==> src/rtl/fetch_unit.sv <==
// fetch_unit: sequential instruction fetch with a single outstanding memory
// request and a one-entry {pc, instr} output buffer feeding the instruction
// queue. A flush drops everything, including a response still in flight,
// and restarts fetching at the redirect address.
module fetch_unit #(
   parameter int                    ADDR_WIDTH  = 32,
   parameter int                    INSTR_WIDTH = 32,
   parameter logic [ADDR_WIDTH-1:0] RESET_PC    = 32'hBFC00000
) (
   input  logic                              clk,
   input  logic                              reset,
   input  logic                              stall,
   input  logic                              flush,
   input  logic [ADDR_WIDTH-1:0]             redirect_pc,
   output logic                              imem_req,
   output logic [ADDR_WIDTH-1:0]             imem_addr,
   input  logic                              imem_ack,
   input  logic [INSTR_WIDTH-1:0]            imem_data,
   input  logic                              q_halt,
   output logic                              enque,
   output logic [ADDR_WIDTH+INSTR_WIDTH-1:0] enque_data
);

   typedef enum logic [1:0] {
      FETCH    = 2'd0,
      WAIT_BUF = 2'd1,
      DISCARD  = 2'd2
   } state_t;

   state_t                              state_q, state_d;
   logic [ADDR_WIDTH-1:0]               pc_q, pc_d;
   // Address of the request that is still in flight while discarding; pc
   // already holds the redirect target at that point.
   logic [ADDR_WIDTH-1:0]               disc_addr_q, disc_addr_d;
   logic                                out_valid_q, out_valid_d;
   logic [ADDR_WIDTH+INSTR_WIDTH-1:0]   out_buf_q, out_buf_d;

   // Redirect targets are forced to word alignment, so the low bits never matter.
   logic unused_redirect_lsb;
   assign unused_redirect_lsb = ^redirect_pc[1:0];

   // Queue push only when the queue can take it, so every push is accepted.
   assign enque      = out_valid_q & ~q_halt & ~stall & ~flush;
   assign enque_data = out_buf_q;
   assign imem_req   = (state_q == FETCH) | (state_q == DISCARD);
   assign imem_addr  = (state_q == DISCARD) ? disc_addr_q : pc_q;

   // Next-state logic: flush overrides normal sequencing; acks outside a
   // request (WAIT_BUF) fall through the case untouched.
   always_comb begin
      state_d     = state_q;
      pc_d        = pc_q;
      disc_addr_d = disc_addr_q;
      out_valid_d = out_valid_q;
      out_buf_d   = out_buf_q;
      if (flush) begin
         out_valid_d = 1'b0;
         out_buf_d   = '0;
         pc_d        = {redirect_pc[ADDR_WIDTH-1:2], 2'b00};
         if ((state_q == FETCH || state_q == DISCARD) && !imem_ack) begin
            state_d = DISCARD;
         end else begin
            state_d = FETCH;
         end
         // Keep driving the abandoned request's address until it completes.
         if (state_q == FETCH && !imem_ack) begin
            disc_addr_d = pc_q;
         end
      end else begin
         case (state_q)
            FETCH: begin
               if (imem_ack) begin
                  out_buf_d   = {pc_q, imem_data};
                  out_valid_d = 1'b1;
                  pc_d        = pc_q + ADDR_WIDTH'(4);
                  state_d     = WAIT_BUF;
               end
            end
            WAIT_BUF: begin
               if (enque) begin
                  out_valid_d = 1'b0;
                  state_d     = FETCH;
               end
            end
            DISCARD: begin
               if (imem_ack) begin
                  state_d = FETCH;
               end
            end
            default: state_d = FETCH;
         endcase
      end
   end

   // State registers with synchronous reset.
   always_ff @(posedge clk) begin
      if (reset) begin
         state_q     <= FETCH;
         pc_q        <= RESET_PC;
         disc_addr_q <= '0;
         out_valid_q <= 1'b0;
         out_buf_q   <= '0;
      end else begin
         state_q     <= state_d;
         pc_q        <= pc_d;
         disc_addr_q <= disc_addr_d;
         out_valid_q <= out_valid_d;
         out_buf_q   <= out_buf_d;
      end
   end

endmodule

==> config.mk <==
export PLATFORM = sky130hd
export DESIGN_NAME = fetch_unit
export DESIGN_NICKNAME = d
export VERILOG_FILES = /design/src/rtl/fetch_unit.sv
export SDC_FILE = /design/constraint.sdc
export NUM_CORES = 1
export LEC_CHECK = 0
export CAP_MARGIN = 25
export CORE_MARGIN = 4
export CORE_UTILIZATION = 48
export CTS_BUF_LIST = sky130_fd_sc_hd__clkbuf_4 sky130_fd_sc_hd__clkbuf_8
export CTS_CLUSTER_DIAMETER = 40
export CTS_CLUSTER_SIZE = 24
export DETAILED_ROUTE_END_ITERATION = 10
export PLACE_DENSITY = 0.87
export SYNTH_ARGS = -nofsm -noshare
export SYNTH_HDL_FRONTEND = slang
export SYNTH_SLANG_ARGS = --single-unit
==> constraint.sdc <==
create_clock -name clk -period 4.4 [get_ports clk]
set_clock_uncertainty 0.1 [all_clocks]
set_input_delay 1.1 -clock clk [delete_from_list [all_inputs] [get_ports clk]]
set_output_delay 1.1 -clock clk [all_outputs]
set_load 0.02 [all_outputs]
==> results of run 1 <==
## registers in the layout, indices dropped and copies added, names as in the netlist
register / count
out_valid_q: 1
disc_addr_q: 30
enque_data: 62
pc_q: 30
state_q: 2
## critical path, cell delays in order
cell and delay (ps):
clkdlybuf4s50_1 430, nor4b_1 440, clkdlybuf4s50_1 690
## metrics by stage
| stage | area, µm² | hold slack, ps | power [W] |
|---|---|---|---|
| after floorplan | 5590 | 333 | 0.00148 |
| after global placement | 7200 | 338 | 0.00167 |
| after detailed placement | 7200 | 345 | 0.00167 |
| after CTS | 7590 | 356 | 0.00265 |
| after global routing | 7620 | 368 | 0.00275 |
| final | 7620 | 353 | 0.00264 |
## area by class of cell
type	count	area (µm²)
Clock buffer	18	248
Clock inverter	14	143
Fill cell	932	3750
Inverter	4	15.0
Multi-Input combinational cell	502	2810
Sequential cell	125	2500
Tap cell	143	179
Timing Repair Buffer	174	1720
## synth_stat cells (all sizes together), types with 2 or more instances
master     n
nor4       9
nand3b     6
a211oi    11
clkbuf    45
a311oi    10
nand2    194
and4       8
and3       7
nor3b      7
a21oi     99
nor3      16
inv        4
o21ai      8
or3        8
mux2      30
xor2       4
o311a      2
dfxtp    125
nor2      22
o211ai     4
nand3     12
nand4     11
xnor2      5
buf       21
or4        4
a2111oi    4
## worst max-delay path by stage
stage          startpoint    end  slack, ps  depth (start not counted)
2_1_floorplan       flush  enque       1060                          2
3_3_place_gp        flush  enque        560                          3
3_5_place_dp        flush  enque        550                          3
4_1_cts             flush  enque        540                          3
5_1_grt             flush  enque        450                          3
6_report            flush  enque        540                          3
## cell families after synthesis
logic type | count (synthesis) | synth area share [%]
AO/OA/AOI/OAI | 145 | 15.4
XOR/XNOR | 9 | 1.41
adder cells (fa/ha/maj) | 1 | 0.224
buffers and inverters | 70 | 5.16
flip-flops | 125 | 44.9
multiplexers | 30 | 6.06
other | 1 | 0.0673
AND/OR/NAND/NOR | 313 | 26.8
## routing by layer
metal  vias up  wire, µm  global-route usage, %  share of wire (%)
met3        33      1150                   5.74                7.1
met4         0       359                   7.19                2.2
met1      2510      6670                   30.7                 41
met5         -         0                      0                  0
li1       2665         -                      -                  -
met2       221      7990                   39.6                 49
## report_power, final
part / switching (W) / internal [W] / leakage [nW]
combinational: 0.000216 / 0.000198 / 1.42
sequential: 0.0000618 / 0.00118 / 1.02
clock: 0.000468 / 0.000519 / 0.195
==> impl_metrics.env, run 1 <==
export IMPL_outcome="complete, no violations"
export IMPL_grt_antenna_before_repair=0
export IMPL_max_freq_mhz=259
export IMPL_setup_ws_ps=540
export IMPL_die_area_um2=13400
export IMPL_pin_count=168
export IMPL_core_um2=11400
export IMPL_ant_nets=0
export IMPL_yosysWarnings=0
export IMPL_syn_area_per_cell_um2=8.03
export IMPL_avgRoutedWirePerCell_um=16.5
export IMPL_dp_hpwl_mm=10.9
export IMPL_ir_worst_vdd_v=0.000216
export IMPL_synth_area_um2=5570
export IMPL_hp_start="enque_data[22]"
export IMPL_cp_arrival_ps=2660
export IMPL_crit_fanout=2
export IMPL_wirelength_mm=16.2
export IMPL_grt_pass1_wl_mm=25.6
export IMPL_critPathCaptureType="primary output"
export IMPL_fin_cells=980
export IMPL_start_kind="input pin"
export IMPL_power_density_nw_per_um2=347
export IMPL_worst_slew_pin_slew_ps=710
export IMPL_post_synth_main_area_contributors="dfxtp_1 45%, nand2_1 13%, a21oi_1 8.9%"
export IMPL_synthToLayoutAreaGrowth_pct=36.7
export IMPL_setup_tns_ps=0
export IMPL_path_clk_slew_ps=70
export IMPL_h_tree_depth=4
export IMPL_drc=0
export IMPL_place_inst=947
export IMPL_cts_setup_buffers=0
export IMPL_cts_buffers=17
export IMPL_cts_root_buf="clkbuf_8"
export IMPL_grt_max_degree=68
export IMPL_ff2ff_path_depth=4
export IMPL_cts_tree="yes"
export IMPL_port_buffers=161
export IMPL_reg2reg_setup_slack_ps=2000
export IMPL_dieHeight_um=116
export IMPL_slew_violations=0
export IMPL_initial_utilization_pct=49.0
export IMPL_worst_slew_margin_rel_pct=52.6
export IMPL_critPathKind="input pin to primary output"
export IMPL_dr_pass1_iters=6
export IMPL_maxCapViolations=0
export IMPL_r2r_end="pc_q[31]"
export IMPL_layout_drive_gt1_share_pct=10.8
export IMPL_post_cts_resize_count=0
export IMPL_first_iter_violations=500
export IMPL_layout_commonest_cell="nand2_1"
export IMPL_die_w_um=116
export IMPL_critPathRequiredTime_ps=3200
export IMPL_async_flop_share_pct=0
export IMPL_cts_buffer_depth=2
export IMPL_rsz0062_at_grt="no"
export IMPL_gp_congestion=0.828
export IMPL_min_period_ps=3860
export IMPL_setup_viol=0
export IMPL_numClockSinks=125
export IMPL_rows=39
export IMPL_ys_seq_area_share_pct=44.9
export IMPL_final_cell_mix="194 x nand2_1, 160 x clkdlybuf4s50_1, 125 x dfxtp_1"
export IMPL_place_ws_ps=547
export IMPL_grt_pass1_vias=5165
export IMPL_diodes=0
export IMPL_vias=5429
export IMPL_holdPathStages=2
export IMPL_netlist_top_cell_by_area="dfxtp_1"
export IMPL_fin_crit_sh_pct=87.7
export IMPL_synthDominantCellAreaShare_pct=44.9
export IMPL_grt_ovfl_total=0
export IMPL_viasPerCell=5.54
export IMPL_grt_util_all_layers_pct=23.8
export IMPL_final_net_count=895
export IMPL_synth_flop_cell="dfxtp_1"
export IMPL_r2r_start="state_q[0]"
export IMPL_final_util_pct=67.0
export IMPL_finalHoldViolations=0
export IMPL_syn_inst=694
export IMPL_p_leak_nw=2.64
export IMPL_cts_hold_repair_buffers=0
export IMPL_synth_enable_flop_cells=0
export IMPL_ys_types=51
export IMPL_insertion_delay_ps=430
export IMPL_hold_path_end="enque_data[22]"
export IMPL_ys_ff_latch=125
export IMPL_hold_class="flop to flop"
Note: power is estimated with default switching activity, not from simulation.
==> inputs of run 2 (changes only) <==
--- a/config.mk
+++ b/config.mk
@@ -6,7 +6,6 @@
 export NUM_CORES = 1
 export LEC_CHECK = 0
 export CAP_MARGIN = 25
-export CORE_MARGIN = 4
 export CORE_UTILIZATION = 48
 export CTS_BUF_LIST = sky130_fd_sc_hd__clkbuf_4 sky130_fd_sc_hd__clkbuf_8
 export CTS_CLUSTER_DIAMETER = 40
==> constraint.sdc (replaced) <==
create_clock -name clk -period 3.6 [get_ports clk]
set_clock_uncertainty 0.1 [all_clocks]
set_input_delay 0.9 -clock clk [delete_from_list [all_inputs] [get_ports clk]]
set_output_delay 0.9 -clock clk [all_outputs]
set_load 0.02 [all_outputs]
==> run 2 against run 1 <==
Routed wire length grew 0.66%. Cell count is the same. Sequential cell count is the same. Sequential power grew 23%. Power grew 21%. Via count grew 2.9%. Combinational power grew 23%. Largest cell class unchanged.
==> impl_metrics.env, run 2 (synthesized netlist as in run 1, its figures left out) <==
export IMPL_layout_commonest_cell="nand2_1"
export IMPL_worst_slew_margin_rel_pct=49.2
export IMPL_cts_buffers=17
export IMPL_setup_viol=0
export IMPL_avgRoutedWirePerCell_um=16.6
export IMPL_grt_antenna_before_repair=0
export IMPL_hold_class="flop to flop"
export IMPL_core_um2=11100
export IMPL_grt_pass1_wl_mm=25.7
export IMPL_n_fill_cell=871
export IMPL_critPathKind="input pin to primary output"
export IMPL_fin_crit_sh_pct=97.6
export IMPL_cts_tree="yes"
export IMPL_diodes=0
export IMPL_viasPerCell=5.70
export IMPL_rows=38
export IMPL_outcome="complete, no violations"
export IMPL_die_w_um=110
export IMPL_cp_arrival_ps=2510
export IMPL_dr_pass1_iters=7
export IMPL_cts_root_buf="clkbuf_8"
export IMPL_vias=5588
export IMPL_drc=0
export IMPL_multi_input_area_um2=2810
export IMPL_min_period_ps=3510
export IMPL_grt_pass1_vias=5309
export IMPL_slew_violations=0
export IMPL_dieHeight_um=110
export IMPL_ant_nets=0
export IMPL_gp_congestion=0.864
export IMPL_die_area_um2=12000
export IMPL_maxCapViolations=0
export IMPL_dp_hpwl_mm=11.3
export IMPL_finalHoldViolations=0
export IMPL_pin_count=168
export IMPL_p_leak_nw=2.64
export IMPL_cts_hold_repair_buffers=0
export IMPL_start_kind="input pin"
export IMPL_critPathCaptureType="primary output"
export IMPL_numClockSinks=125
export IMPL_rsz0062_at_grt="no"
export IMPL_port_buffers=161
export IMPL_power_w=0.00321
export IMPL_wirelength_mm=16.3
export IMPL_grt_max_degree=52
export IMPL_cts_setup_buffers=0
export IMPL_initial_utilization_pct=50.3
export IMPL_dpl_cell_area_um2=7240
export IMPL_place_inst=948
export IMPL_grt_util_all_layers_pct=27.6
export IMPL_largest_reg_flops=62
export IMPL_design_area_um2=7630
export IMPL_h_tree_depth=4
export IMPL_post_cts_resize_count=0
export IMPL_cts_buffer_depth=2
export IMPL_grt_ovfl_total=0
export IMPL_crit_fanout=2
export IMPL_regArea_um2=2500
export IMPL_final_net_count=898
export IMPL_path_clk_slew_ps=70
export IMPL_fin_cells=980
export IMPL_worst_slew_pin_slew_ps=756
export IMPL_layout_drive_gt1_share_pct=11.1
export IMPL_ir_worst_vdd_v=0.000262
export IMPL_final_util_pct=68.9
export IMPL_synthToLayoutAreaGrowth_pct=36.8
export IMPL_final_cell_mix="194 x nand2_1, 160 x clkdlybuf4s50_1, 125 x dfxtp_1"
export IMPL_setup_tns_ps=0
export IMPL_insertion_delay_ps=440
export IMPL_critPathRequiredTime_ps=2600
export IMPL_power_density_nw_per_um2=421
export IMPL_max_freq_mhz=285
export IMPL_first_iter_violations=447
[run 2: changes by cell type in the layout (fill, tap and decap cells not counted)]
cell	delta
buf_4	+2
clkinvlp_4	+2
inv_6	-2
buf_12	+1
buf_16	-1
buf_6	+1
clkbuf_8	-1
clkinv_4	+1
[run 2: area by class of cell]
class	instances	area share, %
multi-input cells	502	36.8
flip-flops and latches	125	32.8
repair buffers	177	22.9
clock buffers	17	3.07
well taps	140	2.30
clock inverters	15	1.95
inverters	4	0.197
[run 2: worst max-delay path, cell delays in order]
cell,delay (ps)
clkdlybuf4s50_1,470
nor4b_1,450
clkdlybuf4s50_1,690
[run 2: through the flow]
stage / hold slack (ps) / setup WS, ps
floorplan: 333 / 655
global placement: 338 / 62.7
detailed placement: 343 / 90.5
CTS: 353 / 68.0
global route: 369 / 45.0
finish: 354 / 87.5
[run 2: final timing paths]
| kind | start | endpoint | slack (ps) | depth (start not counted) |
|---|---|---|---|---|
| max reg2reg | pc_q[11] | pc_q[21] | 1210 | 4 |
| max | flush | enque | 90 | 3 |
| min | disc_addr_q[26] | disc_addr_q[26] | 350 | 2 |
| min reg2reg | disc_addr_q[26] | disc_addr_q[26] | 350 | 2 |
[run 2: layer usage]
metal,vias up,share of wire (%),track usage (%)
met2,248,50,47.0
met4,0,1.7,10.3
met5,-,0,0
met3,32,7.7,6.99
met1,2635,40,33.5
li1,2673,-,-
[run 2: where the power goes]
| part | switching (W) | total, W | internal, W |
|---|---|---|---|
| clock | 0.000574 | 0.00118 | 0.000610 |
| combinational | 0.000266 | 0.000509 | 0.000243 |
| sequential | 0.0000743 | 0.00152 | 0.00144 |
| total | 0.000915 | 0.00321 | 0.00229 |
==> inputs of run 3 (changes only) <==
--- a/config.mk
+++ b/config.mk
@@ -12,6 +12,7 @@
 export CTS_CLUSTER_SIZE = 24
 export DETAILED_ROUTE_END_ITERATION = 10
 export PLACE_DENSITY = 0.87
+export REMOVE_ABC_BUFFERS = 1
 export SYNTH_ARGS = -nofsm -noshare
 export SYNTH_HDL_FRONTEND = slang
 export SYNTH_SLANG_ARGS = --single-unit
==> run 3 against run 2 <==
First-iteration DRC count shrank 34%. Register-to-register slack is essentially flat. Sequential cell count is the same. Clock power grew 16%. Core utilization grew 0.69 points. Critical endpoint is now imem_addr[18]. Fmax grew 0.25%. Largest power group unchanged. Cell count grew 0.20%.
==> impl_metrics.env, run 3 (synthesized netlist as in run 1, its figures left out) <==
export IMPL_worst_slew_margin_rel_pct=61.5
export IMPL_crit_end="imem_addr[18]"
export IMPL_core_um2=11100
export IMPL_cts_setup_buffers=0
export IMPL_cts_tree="yes"
export IMPL_final_net_count=900
export IMPL_post_cts_resize_count=0
export IMPL_ff2ff_path_depth=4
export IMPL_worst_slew_pin_slew_ps=575
export IMPL_synthToLayoutAreaGrowth_pct=38.2
export IMPL_use_met2_pct=45.3
export IMPL_gp_congestion=0.837
export IMPL_r2r_end="pc_q[17]"
export IMPL_power_w=0.00339
export IMPL_reg2reg_setup_slack_ps=1210
export IMPL_cts_root_buf="clkbuf_8"
export IMPL_p_leak_nw=2.68
export IMPL_min_period_ps=3500
export IMPL_top_usage_layer="met2"
export IMPL_rsz0062_at_grt="no"
export IMPL_fin_cells=982
export IMPL_largest_reg_flops=62
export IMPL_grt_util_all_layers_pct=26.2
export IMPL_path_clk_slew_ps=70
export IMPL_first_iter_violations=293
export IMPL_power_density_nw_per_um2=440
export IMPL_initial_utilization_pct=50.3
export IMPL_grt_ovfl_total=0
export IMPL_dieHeight_um=110
export IMPL_dp_hpwl_mm=10.9
export IMPL_final_cell_mix="194 x nand2_1, 160 x clkdlybuf4s50_1, 125 x dfxtp_1"
export IMPL_rows=38
export IMPL_pin_count=168
export IMPL_die_area_um2=12000
export IMPL_wirelength_mm=15.8
export IMPL_grt_pass1_vias=5175
export IMPL_n_fill_cell=909
export IMPL_slew_violations=0
export IMPL_avgRoutedWirePerCell_um=16.1
export IMPL_layout_commonest_cell="nand2_1"
export IMPL_r2r_start="pc_q[11]"
export IMPL_cts_buffers=17
export IMPL_cp_startpoint="state_q[1]"
export IMPL_insertion_delay_ps=430
export IMPL_setup_viol=0
export IMPL_vias=5592
export IMPL_place_inst=950
export IMPL_layout_drive_gt1_share_pct=11.4
export IMPL_max_freq_mhz=285
export IMPL_ir_worst_vdd_v=0.000273
export IMPL_final_util_pct=69.5
export IMPL_critPathRequiredTime_ps=2600
export IMPL_outcome="complete, no violations"
export IMPL_critPathKind="flop to primary output"
export IMPL_cts_buffer_depth=2
export IMPL_viasPerCell=5.69
export IMPL_numClockSinks=125
export IMPL_grt_pass1_wl_mm=24.6
export IMPL_grt_max_degree=44
export IMPL_start_kind="flop"
export IMPL_h_tree_depth=4
export IMPL_crit_fanout=20
export IMPL_maxCapViolations=0
export IMPL_cts_hold_repair_buffers=0
export IMPL_critPathCaptureType="primary output"
export IMPL_grtUsageMet1_pct=30.9
export IMPL_die_w_um=110
export IMPL_hold_ws_ps=354
export IMPL_dr_pass1_iters=5
export IMPL_fin_crit_sh_pct=97.3
export IMPL_cp_arrival_ps=2500
export IMPL_port_buffers=161
export IMPL_finalHoldViolations=0
export IMPL_grt_antenna_before_repair=0
export IMPL_drc=0
export IMPL_ant_nets=0
export IMPL_met3_usage_pct=6.34
export IMPL_diodes=0
export IMPL_hold_class="flop to flop"
run 3: changes by cell type in the layout (fill, tap and decap cells not counted), sizes merged:
| cell | delta |
|---|---|
| clkinvlp | -2 |
| bufinv | +2 |
| clkinv | -4 |
| inv | -1 |
| clkbuf | +5 |
| buf | +2 |
run 3: metrics by stage:
stage	cell area, µm²	worst slack, ps	TNS [ps]
2_1_floorplan	5310	-2430	-118970
3_3_place_gp	7250	51.5	0
3_5_place_dp	7250	12.6	0
4_1_cts	7700	0.356	0
5_1_grt	7700	23.7	0
6_report	7700	96.4	0
run 3: power by group:
| part | leakage [nW] | internal, W | total, W | switching, W |
|---|---|---|---|---|
| Combinational | 1.44 | 0.000244 | 0.000513 | 0.000269 |
| Clock | 0.222 | 0.000825 | 0.00137 | 0.000541 |
| Sequential | 1.02 | 0.00144 | 0.00151 | 0.0000691 |
| Total | 2.68 | 0.00251 | 0.00339 | 0.000878 |
run 3: worst min-delay path by stage:
stage	cells after the start	slack [ps]	to	start
after floorplan	2	330	disc_addr_q[10]	disc_addr_q[10]
after global placement	2	340	disc_addr_q[25]	disc_addr_q[25]
after detailed placement	2	350	enque_data[9]	enque_data[9]
after CTS	2	360	enque_data[9]	enque_data[9]
after global routing	2	370	enque_data[48]	enque_data[48]
final	2	350	enque_data[56]	enque_data[56]
run 3: metal layers:
layer / routed length, µm / vias to the layer above
li1: - / 2680
met1: 6280 / 2649
met2: 7990 / 223
met3: 1090 / 40
met4: 403 / 0
met5: 0 / -
run 3: layout make-up:
type / count / area (µm²) / share of cell area, %
clock buffer: 22 / 290 / 3.77
inverter: 4 / 15.0 / 0.195
tap: 140 / 175 / 2.27
multi-input combinational: 502 / 2820 / 36.6
timing repair buffer: 179 / 1740 / 22.6
sequential: 125 / 2500 / 32.5
clock inverter: 10 / 161 / 2.10
run 3: worst max-delay path, cell delays in order (launching register included):
cell             delay [ps]
dfxtp_1                 540
nor2b_2                 240
buf_4                   340
mux2_2                  380
clkdlybuf4s50_1         560
